==> src/rtl/lcd_pkg.sv <==
// lcd_pkg: shared FSM states, HD44780 command codes and init ROM for lcd_ctrl
package lcd_pkg;
  typedef enum logic [2:0] {
    S_IDLE      = 3'd0,
    S_SETUP     = 3'd1,
    S_PULSE     = 3'd2,
    S_HOLD      = 3'd3,
    S_WAIT      = 3'd4,
    S_INIT_WAIT = 3'd5
  } lcd_state_e;
  localparam logic [7:0] LCD_CMD_CLEAR = 8'h01;
  localparam logic [7:0] LCD_CMD_HOME  = 8'h02;
  localparam logic [7:0] LCD_INIT_ROM [4] = '{8'h38, 8'h0C, 8'h01, 8'h06};
  function automatic int lcd_max(input int a, input int b);
    return (a > b) ? a : b;
  endfunction
endpackage

==> src/rtl/lcd_delay_cnt.sv <==
// lcd_delay_cnt: loadable down-counter that holds at zero and flags done there
module lcd_delay_cnt #(
  parameter int           W       = 8,
  parameter logic [W-1:0] RST_VAL = '0
) (
  input  logic         i_clk,
  input  logic         i_reset,
  input  logic         i_load,
  input  logic [W-1:0] i_value,
  output logic         o_done
);
  logic [W-1:0] cnt;
  // load on phase entry, otherwise count down and park at zero
  always_ff @(posedge i_clk or negedge i_reset)
    if (!i_reset) cnt <= RST_VAL;
    else if (i_load) cnt <= i_value;
    else if (cnt != '0) cnt <= cnt - W'(1);
  assign o_done = (cnt == '0);
endmodule

==> src/rtl/lcd_ctrl.sv <==
// lcd_ctrl: turns each LCD register write into one HD44780-timed bus cycle (optional LCD_INIT_SEQ_EN power-on init)
module lcd_ctrl
  import lcd_pkg::*;
#(
  parameter int T_SETUP_CYC = 4,
  parameter int T_EN_CYC    = 12,
  parameter int T_HOLD_CYC  = 2,
  parameter int T_EXEC_CYC  = 2500,
  parameter int T_CLEAR_CYC = 82000,
  parameter int T_PWRON_CYC = 750000
) (
  input  logic       i_clk,
  input  logic       i_reset,
  input  logic       i_cmd_valid,
  output logic       o_cmd_ready,
  input  logic       i_cmd_rs,
  input  logic [7:0] i_cmd_data,
  input  logic       i_lcd_on,
  output logic       o_lcd_on,
  output logic       o_lcd_en,
  output logic       o_lcd_rs,
  output logic       o_lcd_rw,
  output logic [7:0] o_lcd_data,
  output logic       o_busy,
  output logic       o_init_done
);
  localparam int CW = $clog2(lcd_max(lcd_max(lcd_max(T_SETUP_CYC, T_EN_CYC), lcd_max(T_HOLD_CYC, T_EXEC_CYC)),
                                     lcd_max(T_CLEAR_CYC, T_PWRON_CYC))) + 1;
  if (T_SETUP_CYC < 1 || T_EN_CYC < 1 || T_HOLD_CYC < 1 || T_EXEC_CYC < 1 || T_CLEAR_CYC < 1 || T_PWRON_CYC < 1)
    begin : g_bad_timing
      $error("lcd_ctrl: all T_* timing parameters must be >= 1");
    end
`ifdef LCD_INIT_SEQ_EN
  localparam lcd_state_e    S_RST   = S_INIT_WAIT;
  localparam logic [CW-1:0] CNT_RST = CW'(T_PWRON_CYC - 1);
  localparam logic          RDY_RST = 1'b0;
`else
  localparam lcd_state_e    S_RST   = S_IDLE;
  localparam logic [CW-1:0] CNT_RST = '0;
  localparam logic          RDY_RST = 1'b1;
`endif
  lcd_state_e    state, state_nx;
  logic          done, ld, clr, last, init_ld;
  logic [CW-1:0] ld_val;
  logic [7:0]    init_byte;
  assign clr      = ~o_lcd_rs & (o_lcd_data == LCD_CMD_CLEAR | o_lcd_data == LCD_CMD_HOME);
  assign o_lcd_rw = 1'b0;
  assign o_busy   = ~o_cmd_ready;
`ifdef LCD_INIT_SEQ_EN
  logic [1:0] idx;
  assign last      = o_init_done | (idx == 2'd3);
  assign init_ld   = done & (state == S_INIT_WAIT | (state == S_WAIT & ~last));
  assign init_byte = LCD_INIT_ROM[(state == S_INIT_WAIT) ? 2'd0 : idx + 2'd1];
  // step through the init ROM; done flag rises with the return to IDLE after the last entry
  always_ff @(posedge i_clk or negedge i_reset)
    if (!i_reset) begin
      idx         <= '0;
      o_init_done <= 1'b0;
    end else if (state == S_WAIT && done && !o_init_done) begin
      idx         <= idx + 2'd1;
      o_init_done <= (idx == 2'd3);
    end
`else
  assign last        = 1'b1;
  assign init_ld     = 1'b0;
  assign init_byte   = '0;
  assign o_init_done = 1'b1;
`endif
  // phase sequencing: each phase ends when the shared delay counter reaches zero
  always_comb begin
    state_nx = state;
    case (state)
      S_IDLE:      state_nx = i_cmd_valid ? S_SETUP : S_IDLE;
      S_SETUP:     state_nx = done ? S_PULSE : S_SETUP;
      S_PULSE:     state_nx = done ? S_HOLD : S_PULSE;
      S_HOLD:      state_nx = done ? S_WAIT : S_HOLD;
      S_WAIT:      state_nx = done ? (last ? S_IDLE : S_SETUP) : S_WAIT;
      S_INIT_WAIT: state_nx = done ? S_SETUP : S_INIT_WAIT;
      default:     state_nx = S_IDLE;
    endcase
  end
  // reload the counter with N-1 of whichever phase is being entered
  always_comb begin
    ld     = (state_nx != state);
    ld_val = (state_nx == S_SETUP) ? CW'(T_SETUP_CYC - 1) :
             (state_nx == S_PULSE) ? CW'(T_EN_CYC - 1) :
             (state_nx == S_HOLD)  ? CW'(T_HOLD_CYC - 1) :
             clr                   ? CW'(T_CLEAR_CYC - 1) : CW'(T_EXEC_CYC - 1);
  end
  lcd_delay_cnt #(.W(CW), .RST_VAL(CNT_RST)) u_cnt (
    .i_clk   (i_clk),
    .i_reset (i_reset),
    .i_load  (ld),
    .i_value (ld_val),
    .o_done  (done)
  );
  // state and bus outputs; rs/data only change when a command (user or init) is taken
  always_ff @(posedge i_clk or negedge i_reset)
    if (!i_reset) begin
      state       <= S_RST;
      o_lcd_en    <= 1'b0;
      o_lcd_rs    <= 1'b0;
      o_lcd_data  <= '0;
      o_cmd_ready <= RDY_RST;
    end else begin
      state       <= state_nx;
      o_lcd_en    <= (state_nx == S_PULSE);
      o_cmd_ready <= (state_nx == S_IDLE);
      if (state == S_IDLE && i_cmd_valid) {o_lcd_rs, o_lcd_data} <= {i_cmd_rs, i_cmd_data};
      else if (init_ld) {o_lcd_rs, o_lcd_data} <= {1'b0, init_byte};
    end
  // power/backlight enable is a plain register, independent of the FSM
  always_ff @(posedge i_clk or negedge i_reset)
    if (!i_reset) o_lcd_on <= 1'b0;
    else o_lcd_on <= i_lcd_on;
endmodule
==> config.mk <==
export PLATFORM = sky130hd
export DESIGN_NAME = lcd_ctrl
export DESIGN_NICKNAME = d
export VERILOG_FILES = /design/src/rtl/lcd_pkg.sv /design/src/rtl/lcd_delay_cnt.sv /design/src/rtl/lcd_ctrl.sv
export SDC_FILE = /design/constraint.sdc
export NUM_CORES = 1
export LEC_CHECK = 0
export ABC_AREA = 1
export BUFFER_PORTS_ARGS = -buffer_cell sky130_fd_sc_hd__buf_2
export CORE_MARGIN = 2
export CORE_UTILIZATION = 50
export CTS_CLUSTER_DIAMETER = 60
export DETAILED_ROUTE_END_ITERATION = 16
export MAX_ROUTING_LAYER = met4
export PLACE_DENSITY = 0.75
export SYNTH_ARGS = -nofsm -noshare
export SYNTH_HDL_FRONTEND = slang
export SYNTH_SLANG_ARGS = --single-unit
export TNS_END_PERCENT = 10
==> constraint.sdc <==
create_clock -name i_clk -period 2.1 [get_ports i_clk]
set_input_delay 0.42 -clock i_clk [delete_from_list [all_inputs] [get_ports i_clk]]
set_output_delay 0.42 -clock i_clk [all_outputs]
set_load 0.01 [all_outputs]
# After elaboration in Yosys (flattened, before gate mapping)
# Cells that the tools add are included.
totals:
  word_cells: 42
  regBits: 36
  in_bits: 13
  out_inout_bits: 15
classes:
  n_addsub: 1
  bitwise: 4
  n_mux: 13
  reduce_logical: 6
  n_eq_ne: 11
ops:
  columns: ["op", "count"]
  rows:
  - ["2-to-1 mux 17 bit", 4]
  - ["2-to-1 mux 21 bit", 2]
  - ["logical NOT 21 bit", 1]
  - ["nonzero test 21 bit", 1]
  - ["subtractor 21 x 1 -> 21 bit (second input constant)", 1]
  - ["case mux 3 bit (6 select lines)", 1]
  - ["== test 3 x 2 -> 1 bit (second input constant)", 4]
  - ["2-to-1 mux 3 bit", 3]
  - ["== test 8 x 1 -> 1 bit (second input constant)", 1]
  - ["== test 8 x 2 -> 1 bit (second input constant)", 1]
  - ["== test 3 x 1 -> 1 bit (second input constant)", 2]
  - ["== test 3 bit (second input constant)", 2]
  - ["logical NOT 3 bit", 2]
  - ["!= test 3 bit", 1]
  - ["2-to-1 mux 1 bit", 2]
  - ["2-to-1 mux 2 bit", 1]
  - ["inverter 1 bit", 2]
  - ["nonzero test 2 bit", 1]
  - ["bitwise AND 1 bit", 1]
  - ["logical AND 1 bit", 1]
  - ["OR 1 bit", 1]

# Depth between registers and ports, before layout
# Gate-level depths: netlist of run 1.
logic_depth:
  depth_word: 8
  depth_mapped: 14
  mapped_depth_nobuf: 13

# By module
# A second synthesis of run 1 with hierarchy kept.
hier_totals:
  hier_cells: 318
  area_unflattened_um2: 2329.7
modules_own_cells:
  columns: ["module", "area_each_um2", "cells_per_inst", "seq_area_each_um2", "instances"]
  rows:
  - ["lcd_delay_cnt", 1517.7, 223, 525.5, 1]
  - ["lcd_ctrl", 812.0, 95, 376.6, 1]

# Worst setup path before layout of run 1
# Ideal clock, no wire load.
synth_path:
  kind: "register to register"
  from: "register u_cnt.cnt[0]"
  to: "register u_cnt.cnt[11]"
  stages_incl_launch_ff: 13
  period_less_slack_ns: 1.908
  required_ns: 1.976
  n_path_buf: 1
  arrival_ns: 1.784
  slack_ns: 0.192
  setup_ns: 0.124
  cell_sequence: "dfrtp_1 > inv_1 > ha_1 > nand2_2 > nor2_4 > nand3_2 > buf_6 > nand2_4 > nand2_4 > o21ai_4 > nand3_1 > inv_2 > a21oi_1"
synth_between:
  elab_chain_len: 8
  word_cells_on_any_way: 19
  cone_classes: "add/sub (1); eq/ne (4); mux (11); reduce/logical (3)"
synth_rtl:
  columns: ["element", "line", "text"]
  rows:
  - ["start, declared", "lcd_delay_cnt.sv:12", "logic [W-1:0] cnt;"]
  - ["start signal, assigned", "lcd_delay_cnt.sv:16", "else if (i_load) cnt <= i_value;"]
  - ["start signal, assigned", "lcd_delay_cnt.sv:17", "else if (cnt != '0) cnt <= cnt - W'(1);"]
  - ["logical NOT 21 bit", "lcd_delay_cnt.sv:18", "assign o_done = (cnt == '0);"]
  - ["2-to-1 mux 3 bit, or another cell as far along", "lcd_ctrl.sv:76", "S_HOLD: state_nx = done ? S_WAIT : S_HOLD;"]
  - ["case mux 3 bit (6 select lines)", "lcd_ctrl.sv:72", "case (state)"]
  - ["== test 3 x 2 -> 1 bit", "lcd_ctrl.sv:87", "(state_nx == S_HOLD) ? CW'(T_HOLD_CYC - 1) :"]
  - ["2-to-1 mux 17 bit", "lcd_ctrl.sv:87", null]
  - ["2-to-1 mux 17 bit", "lcd_ctrl.sv:86", "(state_nx == S_PULSE) ? CW'(T_EN_CYC - 1) :"]
  - ["2-to-1 mux 17 bit", "lcd_ctrl.sv:85", "ld_val = (state_nx == S_SETUP) ? CW'(T_SETUP_CYC - 1) :"]
  - ["2-to-1 mux 21 bit", "lcd_delay_cnt.sv:16", null]
# Several ways; a longest one is shown, not always the timed one. The select of a mux whose other input is x is not followed.
# A chain may end at the register's enable or synchronous reset.

# Worst setup path in the final report of run 1
layout_path:
  from: "register u_cnt.cnt[0]"
  to: "register u_cnt.cnt[5]"
# The elaborated chain is that of the path after synthesis.

==> key figures, run 1 <==
Layout
  – Commonest cells after routing, fill and taps aside: dfrtp_1 (35), nand2_1 (31), buf_2 (25)
  – Layout cells sized above 1: 35.89%
  – Most common cell after layout, fill and taps aside: dfrtp_1
  – Final Non-Filler Cells: 296
  – # diodes: 0
  – Area grow syn2layout: 19.54%
  – NumNets Final: 261

Place
  – Port bufs: 25
  – Dpl cells: 288
  – DP Wirelength: 2761 µm
  – RD Place Congestion: 0.9113

Hold path
  – Worst hold path class: input port to async pin

Routing
  – DRC: 0
  – Total Wirelength: 3846 µm
  – Drt wl/cell: 12.99 µm
  – Initial DRT Pass Iterations: 4
  – Via count: 1538
  – Drt initial violations: 98
  – Post-DRT Antenna Nets: 0
  – Vias per cell: 5.196

Worst setup path
  – Critical-path cell list: inv_2, ha_2, nand2_2, nor2_4, nand3_4, nand2_2, nand2_1, o21ai_4, nand2_4, buf_4, a211oi_1
  – FF-to-FF path depth: 11
  – Data arrival, critical path: 2160 ps
  – Startpoint types: flop
  – Worst Path Buf+Inv: 2
  – Worst R2R Start: u_cnt.cnt[0]$_DFFE_PN0P_
  – Max stage delay on crit path: 370 ps
  – Crit Path Class: flop to flop
  – Reg-to-reg slack, setup: 150 ps
  – CP delay by family, top: simple AND/OR/NAND/NOR gates
  – Worst Path Max Fanout: 9
  – Req. time, crit path: 2310 ps
  – CP max stage cell: dfrtp_1
  – Most used cell along the critical path: nand2_2
  – R2r endpoint: u_cnt.cnt[5]$_DFFE_PN0P_
  – Worst setup EP type: flop

Yosys
  – Synth Area in Adders: 0.6536%
  – Avg Cell Area, Syn: 9.073 µm²
  – Synth Area in Compound Gates: 7.059%
  – Netlist cell types: 34
  – Net Count, Synth: 225
  – Post-Syn Area: 1914 µm²
  – Post-synth EDFFs: 0
  – Primary FF master, synth: dfrtp_1
  – Part of the Yosys area used for sequential elements: 47.12%
  – Ys async rst share: 100.0%
  – Mux cell area share after synthesis: 5.294%
  – Syn. warnings: 0
  – Post-synthesis xor/xnor area fraction: 6.863%
  – Largest family of logic cells by synthesized area: simple AND/OR/NAND/NOR gates
  – Synth Area in Simple Gates: 27.19%
  – Syn Inst Count: 211
  – #FFs+latches synth: 36

STA
  – Clock Skews: 7.218 ps
  – Fin crit share: 92.72%
  – Fmax: 513.6 MHz
  – Least-Margin Pin Slew: 768.2 ps
  – WHS: 191.9 ps
  – Final Hold Fails: 0
  – Fin crit period: 1947 ps
  – Setup violations, final: 0
  – Relative slew slack: 48.79%
  – Slew Viols, Final: 0

Global route
  – Largest net degree at the start of global routing: 37
  – Global route overflow: 0
  – Initial antenna violation count: 0
  – Vias in the first global route: 1449
  – Gr usage total: 20.72%
  – First-pass GRT wire length: 6624 µm

CTS
  – Total CTS buffers: 5
  – CTS tree: built
  – Clk buf depth: 2
  – Worst skew pair latency: 300 ps
  – Hold_buf cts: 0
  – Clk slew on worst S/H paths: 70 ps
  – Root Buffer: clkbuf_8
  – CTS sink count: 36
  – H-tree Lvls: 2

Floorplanning
  – Die H: 65.88 µm
  – Starting Density: 52.29%
  – Core Rows: 22
  – Die ar.: 4340 µm²
  – Top-level port count: 28
  – Die Wd: 65.88 µm
  – Core ar.: 3661 µm²

Power and ir drop
  – Sw frac: 20.70%
  – PD cells: 580.5 nW/µm²
  – VDD IR-drop max: 0.5588 mV
  – Part of the power in registers: 52.3%
  – Lkg Pwr: 0.001150 µW
  – Sw Pwr: 275.0 µW
  – Power Total: 1328 µW
  – Combinational power share: 1.9%
  – Power share of the clock group: 45.8%
  – Int Pwr: 1053 µW

Flow run
  – Max-cap violations: 0

Outcome
  – Outcome: finished, final reports clean
[cell usage after synthesis (3+ instances only)]
| master | number | share of area, % |
|---|---|---|
| nand2_4 | 3 | 1.8 |
| nor2_1 | 24 | 4.7 |
| nor2_2 | 12 | 3.9 |
| mux2_2 | 9 | 5.3 |
| a21oi_1 | 10 | 2.6 |
| nand3_1 | 18 | 4.7 |
| nor3_1 | 5 | 1.3 |
| xnor2_1 | 4 | 1.8 |
| o21ai_0 | 6 | 1.6 |
| inv_1 | 14 | 2.7 |
| xor2_1 | 11 | 5.0 |
| nor4_1 | 3 | 0.98 |
| nand2_1 | 33 | 6.5 |
| dfrtp_1 | 35 | 46 |
[registers in the layout, indices dropped and copies added, names as in the netlist]
name,flops
u_cnt.cnt,21
o_lcd_data,8
state,3
o_cmd_ready,1
o_lcd_en,1
o_lcd_on,1
o_lcd_rs,1
[worst register-to-register path: stages, from the launching register on]
cell	delay [ps]
dfrtp_1	370
inv_2	80
ha_2	200
nand2_2	100
nor2_4	150
nand3_4	120
nand2_2	110
nand2_1	100
o21ai_4	180
nand2_4	120
buf_4	180
a211oi_1	150
[power groups by stage]
stage,logic (µW),clock network (µW),registers (µW)
final,25.9,608,694
after global routing,31.0,649,694
after CTS,27.5,621,694
after detailed placement,27.6,0,708
after global placement,27.1,0,707
after floorplan,4.50,0,708
[stage by stage]
step / area [µm²] / TNS (ps) / utilization [%] / setup slack, ps
3_3_place_gp: 2125 / 0 / 58.03 / 88.31
3_5_place_dp: 2125 / 0 / 58.03 / 40.14
4_1_cts: 2236 / 0 / 61.07 / 25.94
2_1_floorplan: 1914 / 0 / - / 192.3
5_1_grt: 2288 / -18.58 / 62.51 / -9.891
6_report: 2288 / 0 / 62.51 / 152.9
[how the worst max path moves through the flow]
stage,end,startpoint,cells past startpoint,slack (ps)
after floorplan,u_cnt.cnt[11]$_DFFE_PN0P_,u_cnt.cnt[0]$_DFFE_PN0P_,12,190
after global placement,u_cnt.cnt[11]$_DFFE_PN0P_,u_cnt.cnt[0]$_DFFE_PN0P_,13,90
after detailed placement,u_cnt.cnt[7]$_DFFE_PN0P_,u_cnt.cnt[0]$_DFFE_PN0P_,13,40
after CTS,u_cnt.cnt[7]$_DFFE_PN0P_,u_cnt.cnt[0]$_DFFE_PN0P_,13,30
after global routing,u_cnt.cnt[8]$_DFFE_PN0P_,u_cnt.cnt[17]$_DFFE_PN0P_,12,-10
final,u_cnt.cnt[5]$_DFFE_PN0P_,u_cnt.cnt[0]$_DFFE_PN0P_,11,150
[per-layer routing]
metal / wire length, µm / vias to the layer above / global-route usage, %
met4: 62 / 0 / 7.813
li1: - / 762 / -
met5: 0 / - / -
met1: 1791 / 742 / 27.41
met2: 1854 / 29 / 31.19
met3: 137 / 5 / 4.770
[cell type report]
class	instances	area, µm²
fillers	312	1373
clock buffers	5	68.82
inverters	16	61.31
well taps	48	60.06
clock inverters	3	42.54
multi-input cells	154	960.9
repair buffers	34	192.7
flip-flops and latches	36	902.1
[cells by family (layout without fill, tap and decap cells)]
family | Yosys count | in the layout
AOI/OAI and AO/OA | 22 | 22
and+or+nand+nor | 105 | 105
DFF | 36 | 36
muxes | 9 | 9
other | 2 | 2
adders and majority gates | 1 | 1
buffers and inverters | 21 | 58
xor gates and xnor gates | 15 | 15
[timing repair]
| item | CTS | global route |
|---|---|---|
| setup endpoints to repair | 0 | 17 |
| buffers inserted | 0 | 0 |
| resized for setup | 0 | 16 |
No activity file was read; power rests on OpenSTA's default activity.
==> run 2, diff against run 1 <==
Settings changed: ABC_AREA 1 to 0.
==> run 2 against run 1 <==
Net effect: the run now ends with setup timing left; worst setup slack worse by 240 ps; clock power fell by 17%; combinational power grew to 3.7 times the previous value; sequential power rose by 8.5%; clock skew decreased by 1.6 ps; final cell count fell by 4.7%; final area increased by 2.8%; critical endpoint is now u_cnt.cnt[17]$_DFFE_PN0P_; largest cell class unchanged; largest power group unchanged; highest routed layer unchanged.
==> key figures, run 2 <==
Yosys
  – Ys async rst share: 100.0% (unchanged)
  – Netlist cell types: 45 (was 34)
  – Syn Inst Count: 188 (was 211)
  – Yosys top cell area share: 46.48% (was 45.75%)
  – Net Count, Synth: 202 (was 225)
  – Most frequent cells after synthesis: dfrtp_1 (35), nor2_1 (21), o21ai_0 (14), a21oi_1 (10), nand2_1 (10) (was dfrtp_1 (35), nand2_1 (33), nor2_1 (24), nand3_1 (18), inv_1 (14))
  – Syn. warnings: 0 (unchanged)
  – Avg Cell Area, Syn: 10.02 µm² (was 9.073 µm²)
  – Post-Syn Area: 1884 µm² (was 1914 µm²)
  – Primary FF master, synth: dfrtp_1 (unchanged)
  – Part of the Yosys area used for sequential elements: 47.88% (was 47.12%)
  – Post-synth EDFFs: 0 (unchanged)
  – #FFs+latches synth: 36 (unchanged)
  – Top post-synthesis cells by area: dfrtp_1 (46%), mux2_2 (5.4%), nor2_1 (4.2%) (was dfrtp_1 (46%), nand2_1 (6.5%), mux2_2 (5.3%))
  – Most frequent cell after synthesis: dfrtp_1 (unchanged)
  – Top cell type by total area after synthesis: dfrtp_1 (unchanged)

Layout
  – Multi-input gate area: 989.7 µm² (was 960.9 µm²)
  – NumNets Final: 247 (was 261)
  – Filler instances: 295 (was 312)
  – # diodes: 0 (unchanged)
  – Register area: 902.1 µm² (unchanged)
  – Max reg flops: 21 (unchanged)
  – Largest register by flop count: u_cnt.cnt (unchanged)
  – Layout cells sized above 1: 36.32% (was 35.89%)
  – Area grow syn2layout: 24.90% (was 19.54%)
  – Commonest cells after routing, fill and taps aside: dfrtp_1 (35), buf_2 (25), buf_4 (22) (was dfrtp_1 (35), nand2_1 (31), buf_2 (25))
  – Largest registers: u_cnt.cnt (21), o_lcd_data (8), state (3) (unchanged)
  – Most common cell after layout, fill and taps aside: dfrtp_1 (unchanged)

Place
  – Port bufs: 25 (unchanged)
  – DP Wirelength: 3026 µm (was 2761 µm)
  – RD Place Congestion: 0.9031 (was 0.9113)
  – Worst slack, placed: -6.847 ps (was 40.14 ps)

CTS
  – CTS tree: built (unchanged)
  – Worst skew pair latency: 290 ps (was 300 ps)
  – Hold_buf cts: 0 (unchanged)
  – CTS sink count: 36 (unchanged)
  – Clk slew on worst S/H paths: 70 ps (about the same)
  – H-tree Lvls: 2 (unchanged)
  – Total CTS buffers: 5 (unchanged)
  – Root Buffer: clkbuf_8 (unchanged)
  – Clk buf depth: 2 (unchanged)

STA
  – Fin crit share: 104.1% (was 92.72%)
  – Setup violations, final: 2 (was 0)
  – Fin crit period: 2186 ps (was 1947 ps)
  – Worst Slack Setup Final: -86.04 ps (was 152.9 ps)
  – RSZ-0062 raised after global routing: yes
  – Slew Viols, Final: 0 (unchanged)
  – Clock Skews: 5.660 ps (was 7.218 ps)
  – Relative slew slack: 60.48% (was 48.79%)
  – Fmax: 457.4 MHz (was 513.6 MHz)
  – WHS: 159.1 ps (was 191.9 ps)
  – Least-Margin Pin Slew: 587.5 ps (was 768.2 ps)
  – Final Hold Fails: 0 (unchanged)

Global route
  – Met1 usage: 30.55% (was 27.41%)
  – First-pass GRT wire length: 7293 µm (was 6624 µm)
  – Met3 Use GR: 5.137% (was 4.770%)
  – Global route overflow: 0 (unchanged)
  – Met2 Use GR: 35.08% (was 31.19%)
  – Initial antenna violation count: 0 (unchanged)
  – Vias in the first global route: 1574 (was 1449)
  – Largest net degree at the start of global routing: 37 (unchanged)
  – Most Crowded Layer GR: met2 (unchanged)
  – Gr usage total: 23.15% (was 20.72%)

Routing
  – Post-DRT Antenna Nets: 0 (unchanged)
  – Via count: 1594 (was 1538)
  – Drt wl/cell: 15.33 µm (was 12.99 µm)
  – Vias per cell: 5.652 (was 5.196)
  – Total Wirelength: 4323 µm (was 3846 µm)
  – Initial DRT Pass Iterations: 4 (unchanged)
  – DRC: 0 (unchanged)
  – Drt initial violations: 64 (was 98)

Floorplanning
  – Core ar.: 3633 µm² (was 3661 µm²)
  – Die ar.: 4276 µm² (was 4340 µm²)
  – Core Rows: 22 (unchanged)
  – Starting Density: 51.86% (was 52.29%)
  – Die H: 65.39 µm (was 65.88 µm)
  – Top-level port count: 28 (unchanged)
  – Die Wd: 65.39 µm (was 65.88 µm)

Worst setup path
  – Crit Path Class: flop to flop (unchanged)
  – Worst setup EP type: flop (unchanged)
  – Data arrival, critical path: 2400 ps (was 2160 ps)
  – Startpoint types: flop (unchanged)
  – Req. time, crit path: 2310 ps (about the same)
  – Worst Path Max Fanout: 7 (was 9)

Hold path
  – Worst hold path class: input port to async pin (unchanged)

Outcome
  – Outcome: complete, but fails checks (was finished, final reports clean)
  – Failing checks: setup timing

Power and ir drop
  – VDD IR-drop max: 0.4028 mV (was 0.5588 mV)
  – Lkg Pwr: 0.0009952 µW (was 0.001150 µW)
  – Power Total: 1355 µW (was 1328 µW)
  – PD cells: 575.6 nW/µm² (was 580.5 nW/µm²)

Flow run
  – Max-cap violations: 0 (unchanged)
## run 2: kinds of logic (layout without fill, tap and decap cells)
kind of cell	after synthesis	in the layout	share of synthesized area, %
other cells	2	2	0.3986
simple gates	66	66	20.19
mux	10	10	5.910
xor+xnor	16	16	7.437
compound gates	43	43	14.08
fa+ha+maj	1	1	0.6639
flops	36	36	47.88
buf+inv	14	60	3.453
## run 2: worst paths after layout
kind | to | start | slack, ps | cells past startpoint
hold / removal | o_lcd_rs$_DFFE_PN0P_ | i_reset | 160 | 2
setup reg to reg | u_cnt.cnt[17]$_DFFE_PN0P_ | u_cnt.cnt[0]$_DFFE_PN0P_ | -90 | 10
min in group i_clk | o_lcd_on$_DFF_PN0_ | i_lcd_on | 230 | 1
max in group asynchronous | o_cmd_ready$_DFF_PN1_ | i_reset | 1590 | 2
setup / recovery | u_cnt.cnt[17]$_DFFE_PN0P_ | u_cnt.cnt[0]$_DFFE_PN0P_ | -90 | 10
hold reg to reg | o_lcd_data[4]$_DFFE_PN0P_ | o_lcd_data[4]$_DFFE_PN0P_ | 540 | 1
## run 2: metrics by stage
step | cell area, µm² | TNS [ps] | cells | util, %
after floorplan | 1884 | 0 | 188 | -
after global placement | 2195 | -12.34 | 274 | 60.40
after detailed placement | 2195 | -11.95 | 274 | 60.40
after CTS | 2295 | -16.44 | 282 | 63.15
after global routing | 2354 | -627.7 | 282 | 64.77
final | 2354 | -142.9 | 282 | 64.77
## run 2: power by group
| group | internal, µW | switching, µW |
|---|---|---|
| logic | 47.9 | 47.7 |
| registers | 720 | 32.2 |
| clock network | 262 | 245 |
## run 2: repair_timing
item / CTS / global route
gates resized for setup: 2 / 14
pin swaps: 0 / 4
endpoints found under the setup margin: 3 / 22
buffers inserted: 0 / 0
## run 2: final cells by class
cell class	count	area share, %
Multi-Input combinational cell	138	42.05
Clock inverter	2	0.4253
Tap cell	48	2.552
Sequential cell	36	38.33
Inverter	5	0.7974
Clock buffer	6	3.509
Timing Repair Buffer	47	12.33
## run 2: critical path, stage by stage, from the launching register on
cell,delay [ps]
dfrtp_1,370
inv_1,70
ha_1,210
nor3b_2,150
buf_4,140
nand4_1,190
buf_4,170
nor2_1,40
buf_4,160
or4_1,470
a21oi_1,140
## run 2: per-layer routing
metal	vias up	wire, µm
met4	0	70
li1	771	-
met1	776	2004
met3	9	146
met5	-	0
met2	38	2102
==> run 3, diff against run 2 <==
Settings changed: PLACE_DENSITY 0.75 to 0.74, SYNTH_HIERARCHICAL set to 1.
==> run 3 against run 2 <==
Net effect: the run still ends with setup timing left; flip-flop and latch count did not move; maximum frequency fell by 18%; via count increased by 15%; power grew to 2.7 times the previous value; sequential power grew 59%; core utilization increased by 6.3 points; critical path depth increased by 2; die area up 11%; worst setup slack worse by 470 ps; critical endpoint is now u_cnt/cnt[3]$_DFFE_PN0P_; non-clock buffer count increased by 30.
==> key figures, run 3 <==
Yosys
  – Top post-synthesis cells by area: dfrtp_1 (42%), mux2_2 (5.9%), xnor2_1 (5.4%) (was dfrtp_1 (46%), mux2_2 (5.4%), nor2_1 (4.2%))
  – Ys async rst share: 100.0% (unchanged)
  – Syn Inst Count: 199 (was 188)
  – Primary FF master, synth: dfrtp_1 (unchanged)
  – #FFs+latches synth: 36 (unchanged)
  – Post-Syn Area: 2097 µm² (was 1884 µm²)
  – Most frequent cell after synthesis: dfrtp_1 (unchanged)
  – Part of the Yosys area used for sequential elements: 43.02% (was 47.88%)
  – Avg Cell Area, Syn: 10.54 µm² (was 10.02 µm²)
  – Post-synth EDFFs: 0 (unchanged)
  – Yosys top cell area share: 41.77% (was 46.48%)
  – Most frequent cells after synthesis: dfrtp_1 (35), nand2_1 (17), xnor2_1 (13), mux2_2 (11), nor2_1 (10) (was dfrtp_1 (35), nor2_1 (21), o21ai_0 (14), a21oi_1 (10), nand2_1 (10))
  – Syn. warnings: 6 (was 0)
  – Top cell type by total area after synthesis: dfrtp_1 (unchanged)
  – Netlist cell types: 55 (was 45)

Routing
  – Post-DRT Antenna Nets: 0 (unchanged)
  – DRC: 0 (unchanged)
  – Initial DRT Pass Iterations: 6 (was 4)
  – Drt wl/cell: 16.26 µm (was 15.33 µm)
  – Drt initial violations: 111 (was 64)
  – Vias per cell: 5.502 (was 5.652)
  – Total Wirelength: 5415 µm (was 4323 µm)
  – Via count: 1832 (was 1594)

STA
  – Setup violations, final: 26 (was 2)
  – Final Hold Fails: 0 (unchanged)
  – Least-Margin Pin Slew: 561.1 ps (was 587.5 ps)
  – Worst Slack Setup Final: -551.1 ps (was -86.04 ps)
  – Fmax: 377.2 MHz (was 457.4 MHz)
  – Relative slew slack: 62.60% (was 60.48%)
  – RSZ-0062 raised after global routing: yes (unchanged)
  – Slew Viols, Final: 0 (unchanged)
  – Fin crit period: 2651 ps (was 2186 ps)
  – Setup Total Neg Slack: -11370 ps (was -142.9 ps)
  – Clock Skews: 5.946 ps (was 5.660 ps)
  – Fin crit share: 126.2% (was 104.1%)

Layout
  – Most common cell after layout, fill and taps aside: buf_4 (was dfrtp_1)
  – Layout cells sized above 1: 45.94% (was 36.32%)
  – Largest register by flop count: u_cnt/cnt (was u_cnt.cnt)
  – Max reg flops: 21 (unchanged)
  – Commonest cells after routing, fill and taps aside: buf_4 (46), dfrtp_1 (35), buf_2 (25) (was dfrtp_1 (35), buf_2 (25), buf_4 (22))
  – Area grow syn2layout: 36.58% (was 24.90%)
  – Largest registers: u_cnt/cnt (21), o_lcd_data (8), state (3) (was u_cnt.cnt (21), o_lcd_data (8), state (3))
  – # diodes: 0 (unchanged)
  – Final core occ: 71.09% (was 64.77%)
  – NumNets Final: 297 (was 247)
  – Final Non-Filler Cells: 333 (was 282)

Worst setup path
  – Worst Path Max Fanout: 16 (was 7)
  – Req. time, crit path: 2290 ps (was 2310 ps)
  – Data arrival, critical path: 2840 ps (was 2400 ps)
  – Crit Path Class: flop to flop (unchanged)
  – Worst setup EP type: flop (unchanged)
  – Worst R2R Start: u_cnt/cnt[0]$_DFFE_PN0P_ (was u_cnt.cnt[0]$_DFFE_PN0P_)
  – Worst setup startpoint: u_cnt/cnt[0]$_DFFE_PN0P_ (was u_cnt.cnt[0]$_DFFE_PN0P_)
  – FF-to-FF path depth: 12 (was 10)
  – Startpoint types: flop (unchanged)

CTS
  – Worst skew pair latency: 300 ps (was 290 ps)
  – CTS sink count: 36 (unchanged)
  – Hold_buf cts: 0 (unchanged)
  – H-tree Lvls: 2 (unchanged)
  – CTS tree: built (unchanged)
  – Clk slew on worst S/H paths: 80 ps (was 70 ps)
  – Clk buf depth: 2 (unchanged)
  – Total CTS buffers: 5 (unchanged)
  – Root Buffer: clkbuf_8 (unchanged)

Place
  – Port bufs: 25 (unchanged)
  – RD Place Congestion: 0.9074 (was 0.9031)
  – DP Wirelength: 3539 µm (was 3026 µm)
  – Worst slack, placed: -418.2 ps (was -6.847 ps)
  – Dpl cells: 317 (was 274)

Power and ir drop
  – VDD IR-drop max: 0.7308 mV (was 0.4028 mV)
  – PD cells: 1265 nW/µm² (was 575.6 nW/µm²)
  – Int Pwr: 2245 µW (was 1030 µW)
  – Sw Pwr: 1376 µW (was 324.7 µW)
  – Combinational power share: 52.7% (was 7.1%)
  – Power share of the clock group: 14.2% (was 37.4%)
  – Sw frac: 38.00% (was 23.97%)
  – Lkg Pwr: 0.001257 µW (was 0.0009952 µW)
  – Part of the power in registers: 33.1% (was 55.6%)
  – Power Total: 3622 µW (was 1355 µW)

Outcome
  – Outcome: complete, but fails checks (unchanged)
  – Failing checks: setup timing (unchanged)

Global route
  – Initial antenna violation count: 0 (unchanged)
  – Vias in the first global route: 1802 (was 1574)
  – Largest net degree at the start of global routing: 17 (was 37)
  – Gr usage total: 25.79% (was 23.15%)
  – Global route overflow: 0 (unchanged)
  – First-pass GRT wire length: 8542 µm (was 7293 µm)

Floorplanning
  – Core Rows: 23 (was 22)
  – Die H: 68.76 µm (was 65.39 µm)
  – Die ar.: 4728 µm² (was 4276 µm²)
  – Core ar.: 4029 µm² (was 3633 µm²)
  – Starting Density: 52.05% (was 51.86%)
  – Top-level port count: 28 (unchanged)
  – Die Wd: 68.76 µm (was 65.39 µm)

Flow run
  – Max-cap violations: 0 (unchanged)

Hold path
  – Worst hold path class: input port to async pin (unchanged)
## run 3: area by class of cell
type | count | area [µm²]
Fill cell | 303 | 1165
Clock buffer | 5 | 68.82
Timing Repair Buffer | 77 | 563.0
Tap cell | 50 | 62.56
Clock inverter | 3 | 23.77
Multi-Input combinational cell | 156 | 1221
Sequential cell | 36 | 902.1
Inverter | 6 | 22.52
## run 3: kinds of logic (layout without fill, tap and decap cells)
| family | Yosys count | count (layout) | share of synthesized area [%] |
|---|---|---|---|
| fa+ha+maj | 2 | 2 | 1.193 |
| compound gates | 41 | 41 | 14.62 |
| buf+inv | 19 | 91 | 4.713 |
| xor+xnor | 18 | 18 | 7.518 |
| other cells | 2 | 14 | 0.3581 |
| flops | 36 | 36 | 43.02 |
| simple gates | 68 | 68 | 21.72 |
| mux | 13 | 13 | 6.862 |
## run 3: layer usage
| layer | track usage, % | wire (µm) |
|---|---|---|
| met1 | 29.15 | 2244 |
| met2 | 43.87 | 2835 |
| met3 | 6.006 | 239 |
| met4 | 10.78 | 94 |
| met5 | - | 0 |
## run 3: critical path, stage by stage, from the launching register on
cell and delay (ps):
dfrtp_1 390, inv_2 90, ha_4 130, or4b_4 470, nor4b_4 330, and2_4 240, nand2b_4 130, o31ai_4 80
a22oi_2 190, buf_6 150, buf_6 170, nand2_1 80, o31ai_1 90
## run 3: stage by stage
step / area (µm²) / hold slack [ps]
after floorplan: 2185 / 124.4
after global placement: 2620 / 352.6
after detailed placement: 2620 / 357.6
after CTS: 2801 / 25.45
after global routing: 2864 / 42.95
final: 2864 / 23.43
## run 3: what timing repair did
item                       in CTS  in global routing
buffers inserted                4                  4
gates resized for setup        12                  7
setup endpoints to repair      26                 26
cloned                          0                  0
pin swaps                       6                  4
## run 3: final timing paths
check | to | slack, ps
max | u_cnt/cnt[3]$_DFFE_PN0P_ | -550
min | u_cnt/cnt[5]$_DFFE_PN0P_ | 20
max reg2reg | u_cnt/cnt[3]$_DFFE_PN0P_ | -550
min reg2reg | o_lcd_data[4]$_DFFE_PN0P_ | 540
max in group asynchronous | o_cmd_ready$_DFF_PN1_ | 1510
min in group i_clk | o_lcd_on$_DFF_PN0_ | 220
## run 3: power by group through the flow
stage          combinational, µW  sequential (µW)  clock (µW)
2_1_floorplan                943             1290           0
3_3_place_gp                1690             1190           0
3_5_place_dp                1740             1210           0
4_1_cts                     1800             1200         531
5_1_grt                     2060             1240         566
6_report                    1910             1200         514
